## config.mk

```make
export PLATFORM = sky130hd
export DESIGN_NAME = bp_reg_burst
export DESIGN_NICKNAME = d
export VERILOG_FILES = /design/src/rtl/bp_reg_burst.sv
export SDC_FILE = /design/constraint.sdc
export NUM_CORES = 2
export LEC_CHECK = 0
export BUFFER_PORTS_ARGS = -buffer_cell sky130_fd_sc_hd__clkbuf_2
export CAP_MARGIN = 20
export CORE_AREA = 5 5 458 460
export CTS_BUF_LIST = sky130_fd_sc_hd__clkbuf_16
export DETAILED_ROUTE_END_ITERATION = 6
export DIE_AREA = 0 0 463 465
export RECOVER_POWER = 100
export SYNTH_ARGS = -nofsm -noshare
export SYNTH_HDL_FRONTEND = slang
export SYNTH_SLANG_ARGS = --single-unit
```

## constraint.sdc

```tcl
create_clock -name i_clk -period 5.29 [get_ports i_clk]
set_input_delay 0.529 -clock i_clk [delete_from_list [all_inputs] [get_ports i_clk]]
set_output_delay 0.529 -clock i_clk [all_outputs]
set_load 0.02 [all_outputs]
```

## src/rtl/bp_reg_burst.sv

```systemverilog
// Bytepipe-attached register file with auto-incrementing burst read/write.
// Ports: i_clk, i_rst_n (async, active-low), i_cg (clock-gate enable),
//   host->dev i_bp_data/i_bp_valid/o_bp_ready, dev->host o_bp_data/o_bp_valid/i_bp_ready,
//   o_reg (flat register contents, reg k at [8k +: 8]), o_wrStrobe (per-register write pulse).
module bp_reg_burst #(
    parameter int          N_REG     = 128,
    parameter logic [7:0]  RESET_VAL = 8'h00
) (
    input  logic               i_clk,
    input  logic               i_rst_n,
    input  logic               i_cg,
    input  logic [7:0]         i_bp_data,
    input  logic               i_bp_valid,
    output logic               o_bp_ready,
    output logic [7:0]         o_bp_data,
    output logic               o_bp_valid,
    input  logic               i_bp_ready,
    output logic [N_REG*8-1:0] o_reg,
    output logic [N_REG-1:0]   o_wrStrobe
);

    typedef enum logic [2:0] {CMD, LEN, WDATA, WACK, RDATA} state_t;

    state_t      state, stateNext;
    logic [6:0]  addr, addrNext;
    logic [7:0]  cnt, cntNext;
    logic [7:0]  lenReg, lenNext;
    logic        wrFlag, wrNext;
    logic        outValid, outValidNext;
    logic [7:0]  outData, outDataNext;
    logic        readyEn;
    logic [7:0]  regs [N_REG];
    logic [N_REG-1:0] wrStrobe;
    logic        inHs, outHs, wrHit, mapped;
    logic [7:0]  rdByte;

    // Ready only rises on the first edge after reset release.
    assign o_bp_ready = readyEn & i_cg
                      & ((state == CMD) | (state == LEN) | (state == WDATA));
    // Valid is masked while gated so no handshake can complete unseen.
    assign o_bp_valid = outValid & i_cg;
    assign o_bp_data  = outData;
    assign o_wrStrobe = wrStrobe & {N_REG{i_cg}};

    assign inHs   = i_bp_valid & o_bp_ready;
    assign outHs  = o_bp_valid & i_bp_ready;
    assign mapped = {1'b0, addr} < 8'(N_REG);
    assign wrHit  = (state == WDATA) & inHs & mapped;

    // Unmapped addresses read as zero.
    always_comb begin
        rdByte = '0;
        for (int k = 0; k < N_REG; k++) begin
            if (addr == 7'(k)) rdByte = regs[k];
        end
    end

    always_comb begin
        stateNext    = state;
        addrNext     = addr;
        cntNext      = cnt;
        lenNext      = lenReg;
        wrNext       = wrFlag;
        outValidNext = outValid;
        outDataNext  = outData;
        unique case (state)
            CMD: if (inHs) begin
                wrNext    = i_bp_data[7];
                addrNext  = i_bp_data[6:0];
                stateNext = LEN;
            end
            LEN: if (inHs) begin
                cntNext   = i_bp_data;
                lenNext   = i_bp_data;
                stateNext = wrFlag ? WDATA : RDATA;
            end
            WDATA: if (inHs) begin
                addrNext = addr + 7'd1;
                cntNext  = cnt - 8'd1;
                if (cnt == 8'd0) begin
                    stateNext    = WACK;
                    outValidNext = 1'b1;
                    outDataNext  = lenReg;
                end
            end
            WACK: if (outHs) begin
                outValidNext = 1'b0;
                stateNext    = CMD;
            end
            RDATA: begin
                // Load a byte, present it, then drop valid for one bubble.
                if (!outValid) begin
                    outValidNext = 1'b1;
                    outDataNext  = rdByte;
                end else if (outHs) begin
                    outValidNext = 1'b0;
                    addrNext     = addr + 7'd1;
                    cntNext      = cnt - 8'd1;
                    if (cnt == 8'd0) stateNext = CMD;
                end
            end
            default: stateNext = CMD;
        endcase
    end

    always_ff @(posedge i_clk or negedge i_rst_n) begin
        if (!i_rst_n) begin
            state    <= CMD;
            addr     <= '0;
            cnt      <= '0;
            lenReg   <= '0;
            wrFlag   <= 1'b0;
            outValid <= 1'b0;
            outData  <= '0;
            readyEn  <= 1'b0;
        end else begin
            readyEn <= 1'b1;
            if (i_cg) begin
                state    <= stateNext;
                addr     <= addrNext;
                cnt      <= cntNext;
                lenReg   <= lenNext;
                wrFlag   <= wrNext;
                outValid <= outValidNext;
                outData  <= outDataNext;
            end
        end
    end

    // wrHit already implies i_cg, so the strobe clears on its own.
    always_ff @(posedge i_clk or negedge i_rst_n) begin
        if (!i_rst_n) begin
            for (int k = 0; k < N_REG; k++) regs[k] <= RESET_VAL;
            wrStrobe <= '0;
        end else begin
            wrStrobe <= '0;
            for (int k = 0; k < N_REG; k++) begin
                if (wrHit && addr == 7'(k)) begin
                    regs[k]     <= i_bp_data;
                    wrStrobe[k] <= 1'b1;
                end
            end
        end
    end

    for (genvar k = 0; k < N_REG; k++) begin : g_out
        assign o_reg[8*k +: 8] = regs[k];
    end

endmodule

```

==> run metrics <==
Crit Path Max Fanout=79; Switch Pwr=0.01218 W; PortBufs=1174; Hold Fails Final Rpt=0; grt ovf=0; largest net degree at the start of global routing=147; Vias/cell=6.023; initial antenna violation count=16; RSZ-0062 raised after global routing=no; Die H=465 microns; Tmin final=5.287 ns; maxcap violations=17; Yosys top cell area share=0.5167; CP required=5.97 ns; top cells by count, synth=dfrtp_1, mux2_2, nor2_1; proportion of synthesized area in mux cells=0.2022; sequential power share=0.367; Worst Tran Pin Value=2.771 ns; Async SR Flop Fraction=1.000; Leak Pwr=31.95 nW; gpl congestion=0.9816; setup ws final=0.002629 ns; Die Area=215300 sq um; number of top-level pins=1175; Max Root-Sink Buffers=3; Final Power=0.03012 W; fin crit share=0.9995; DR iter-0 viols=7024; violated checks=DRC, capacitance limit, slew limit; nets=6125; setup tns final=0 ns; vias in the first global route=52.24k; Startpoint Class=register; die width=463 microns; share of cells above drive strength 1=0.2673; max FFs per register=1024; ranking of synthesized cells by area=dfrtp_1, mux2_2, nor2_1, nand2_1, and2_1; Fmax achieved=0.1891 GHz; Adder-Cell Fraction of Synth Area=0.001304; CTS H-tree depth=4; P_int=0.01795 W; critical path arrival=5.97 ns; root buf cell=clkbuf_16; Sw Ratio=0.4042; fillcell total=21.31k; Cell variety after synth=109; CTS tree=yes; relative slew slack=-0.8471; clock-pin slew on the worst setup and hold paths=0.06 ns; global-route wire length before repair=466900 microns; synthesized area=57590 sq um; total CTS buffers=140; Post-Route WL=344600 microns; worst clock skew=0.04912 ns; top-count cell post-synth=dfrtp_1; synth-to-layout area growth=22.44%; pre-CTS setup slack=-0.5519 ns; synthesized area per cell=11.75 sq um; cell count after synthesis=4900; clock latency on the worst-skew pair=0.84 ns; Routed Antenna Nets=0; simple-gate share of the synthesized area=0.1146; CTS sink cnt=1189; Reg2Reg Setup Slack=0.003 ns; flops & latches, synth=1189; Compound-Gate Fraction of Synth Area=0.1370; non-filler cells, final=8937; dpl cells=8662; YS warnings=0; Main synth FF type=dfrtp_1; Final Setup Violations=0; Synth area leader=dfrtp_1; drt wl/cell=38.56 microns; register area share after synthesis=0.5167; number of synthesized flops with an enable pin=0; status=complete, but fails checks; Mapped Nets=4919; Core Footprint=205600 sq um; Total GRT Usage=0.3068; Pre-antenna DRT Iters=7; Worst Hold Class=input pin to register; Pins Over Slew Limit=1042; largest family of logic cells by synthesized area=multiplexers; peak supply drop=0.3001 mV; DRC Markers=9; Setup crit end kind=register; Gate power share=0.297; Worst Hold Margin=0.2671 ns; Crit Path Category=register to register; placement row count=167; Clock power frac=0.336; hpwl dp=267300 microns; Initial Utilization=0.2801; vias=53.83k; XOR/XNOR Fraction of Synth Area=0; PwrDens=427.2 nW/um^2
==> worst max-delay path: stages (launching register included) <==
cell	delay (ns)
dfrtp_1	0.65
a21boi_0	0.23
nand4_1	0.22
buf_12	0.38
clkbuf_1	1.89
nor2_1	0.94
mux2_2	0.52
==> layout by cell type (no fill, tap or decap), types with 44 or more instances in the layout <==
cell / count
nand3_1: 124
buf_4: 155
clkbuf_16: 141
dfrtp_1: 1186
o22ai_1: 70
a21oi_1: 123
clkbuf_2: 111
o2111ai_1: 49
nor3_1: 119
a221oi_1: 90
a211oi_1: 44
o221ai_1: 78
o21ai_0: 166
mux2_2: 1032
nand2_1: 241
nor2_1: 382
and2_0: 97
clkbuf_1: 1102
==> logic make-up (layout without fill, tap and decap cells) <==
kind of cell | count (synthesis) | count (layout)
other | 1 | 16
adder cells (fa/ha/maj) | 6 | 6
multiplexers | 1034 | 1034
AND/OR/NAND/NOR | 1274 | 1274
AO/OA/AOI/OAI | 1054 | 1054
flip-flops | 1189 | 1189
buffers and inverters | 342 | 1660
==> repair_timing <==
action                                  CTS  global route
pin swaps                                 1             0
endpoints found under the hold margin    51             0
resized for setup                         7             3
endpoints found under the setup margin    5             2
hold buffers                              2             0
setup buffers                             2             0
==> layout make-up <==
class | instances | area [sq um] | share of cell area
well taps | 2704 | 3383 | 0.04799
inverters | 12 | 45.04 | 0.0006389
flip-flops and latches | 1189 | 29760 | 0.4222
clock inverters | 113 | 1204 | 0.01707
diodes | 15 | 37.54 | 0.0005324
repair buffers | 1394 | 6231 | 0.08838
clock buffers | 141 | 3528 | 0.05004
multi-input cells | 3369 | 26310 | 0.3732
==> power groups by stage <==
stage               registers, W  logic (W)  clock network (W)
detailed placement        0.0112    0.00917                  0
global route              0.0111    0.00937             0.0106
finish                    0.0111    0.00895             0.0101
CTS                       0.0110    0.00924             0.0103
floorplan                 0.0111    0.00393                  0
global placement          0.0112    0.00908                  0
==> worst paths after layout <==
check	cells past startpoint	to	startpoint
hold / removal	2	o_reg[262]$_DFFE_PN0P_	i_bp_data[6]
max in group asynchronous	3	o_reg[227]$_DFFE_PN0P_	i_rst_n
min in group asynchronous	2	addr[3]$_DFFE_PN0P_	i_rst_n
hold reg to reg	1	lenReg[0]$_DFFE_PN0P_	lenReg[0]$_DFFE_PN0P_
setup / recovery	6	o_reg[604]$_DFFE_PN0P_	state[1]$_DFFE_PN0P_
setup reg to reg	6	o_reg[604]$_DFFE_PN0P_	state[1]$_DFFE_PN0P_
==> per-stage QoR <==
stage | util | cell area, sq um
2_1_floorplan | - | 57590
4_1_cts | 0.3508 | 72120
5_1_grt | 0.3428 | 70470
6_report | 0.3429 | 70510
3_3_place_gp | 0.3266 | 67150
3_5_place_dp | 0.3274 | 67310
==> routing by layer <==
| metal | GRT usage | part of all wire | routed length (microns) | vias to the layer above |
|---|---|---|---|---|
| met4 | 0.1457 | 0.064 | 21900 | 12 |
| met3 | 0.07333 | 0.089 | 30830 | 843 |
| met2 | 0.4959 | 0.46 | 157000 | 3631 |
| met5 | 0 | 0.00020 | 70 | - |
| met1 | 0.3881 | 0.39 | 134800 | 28204 |
| li1 | - | - | - | 21136 |
Power figures use the tool's default switching activity.
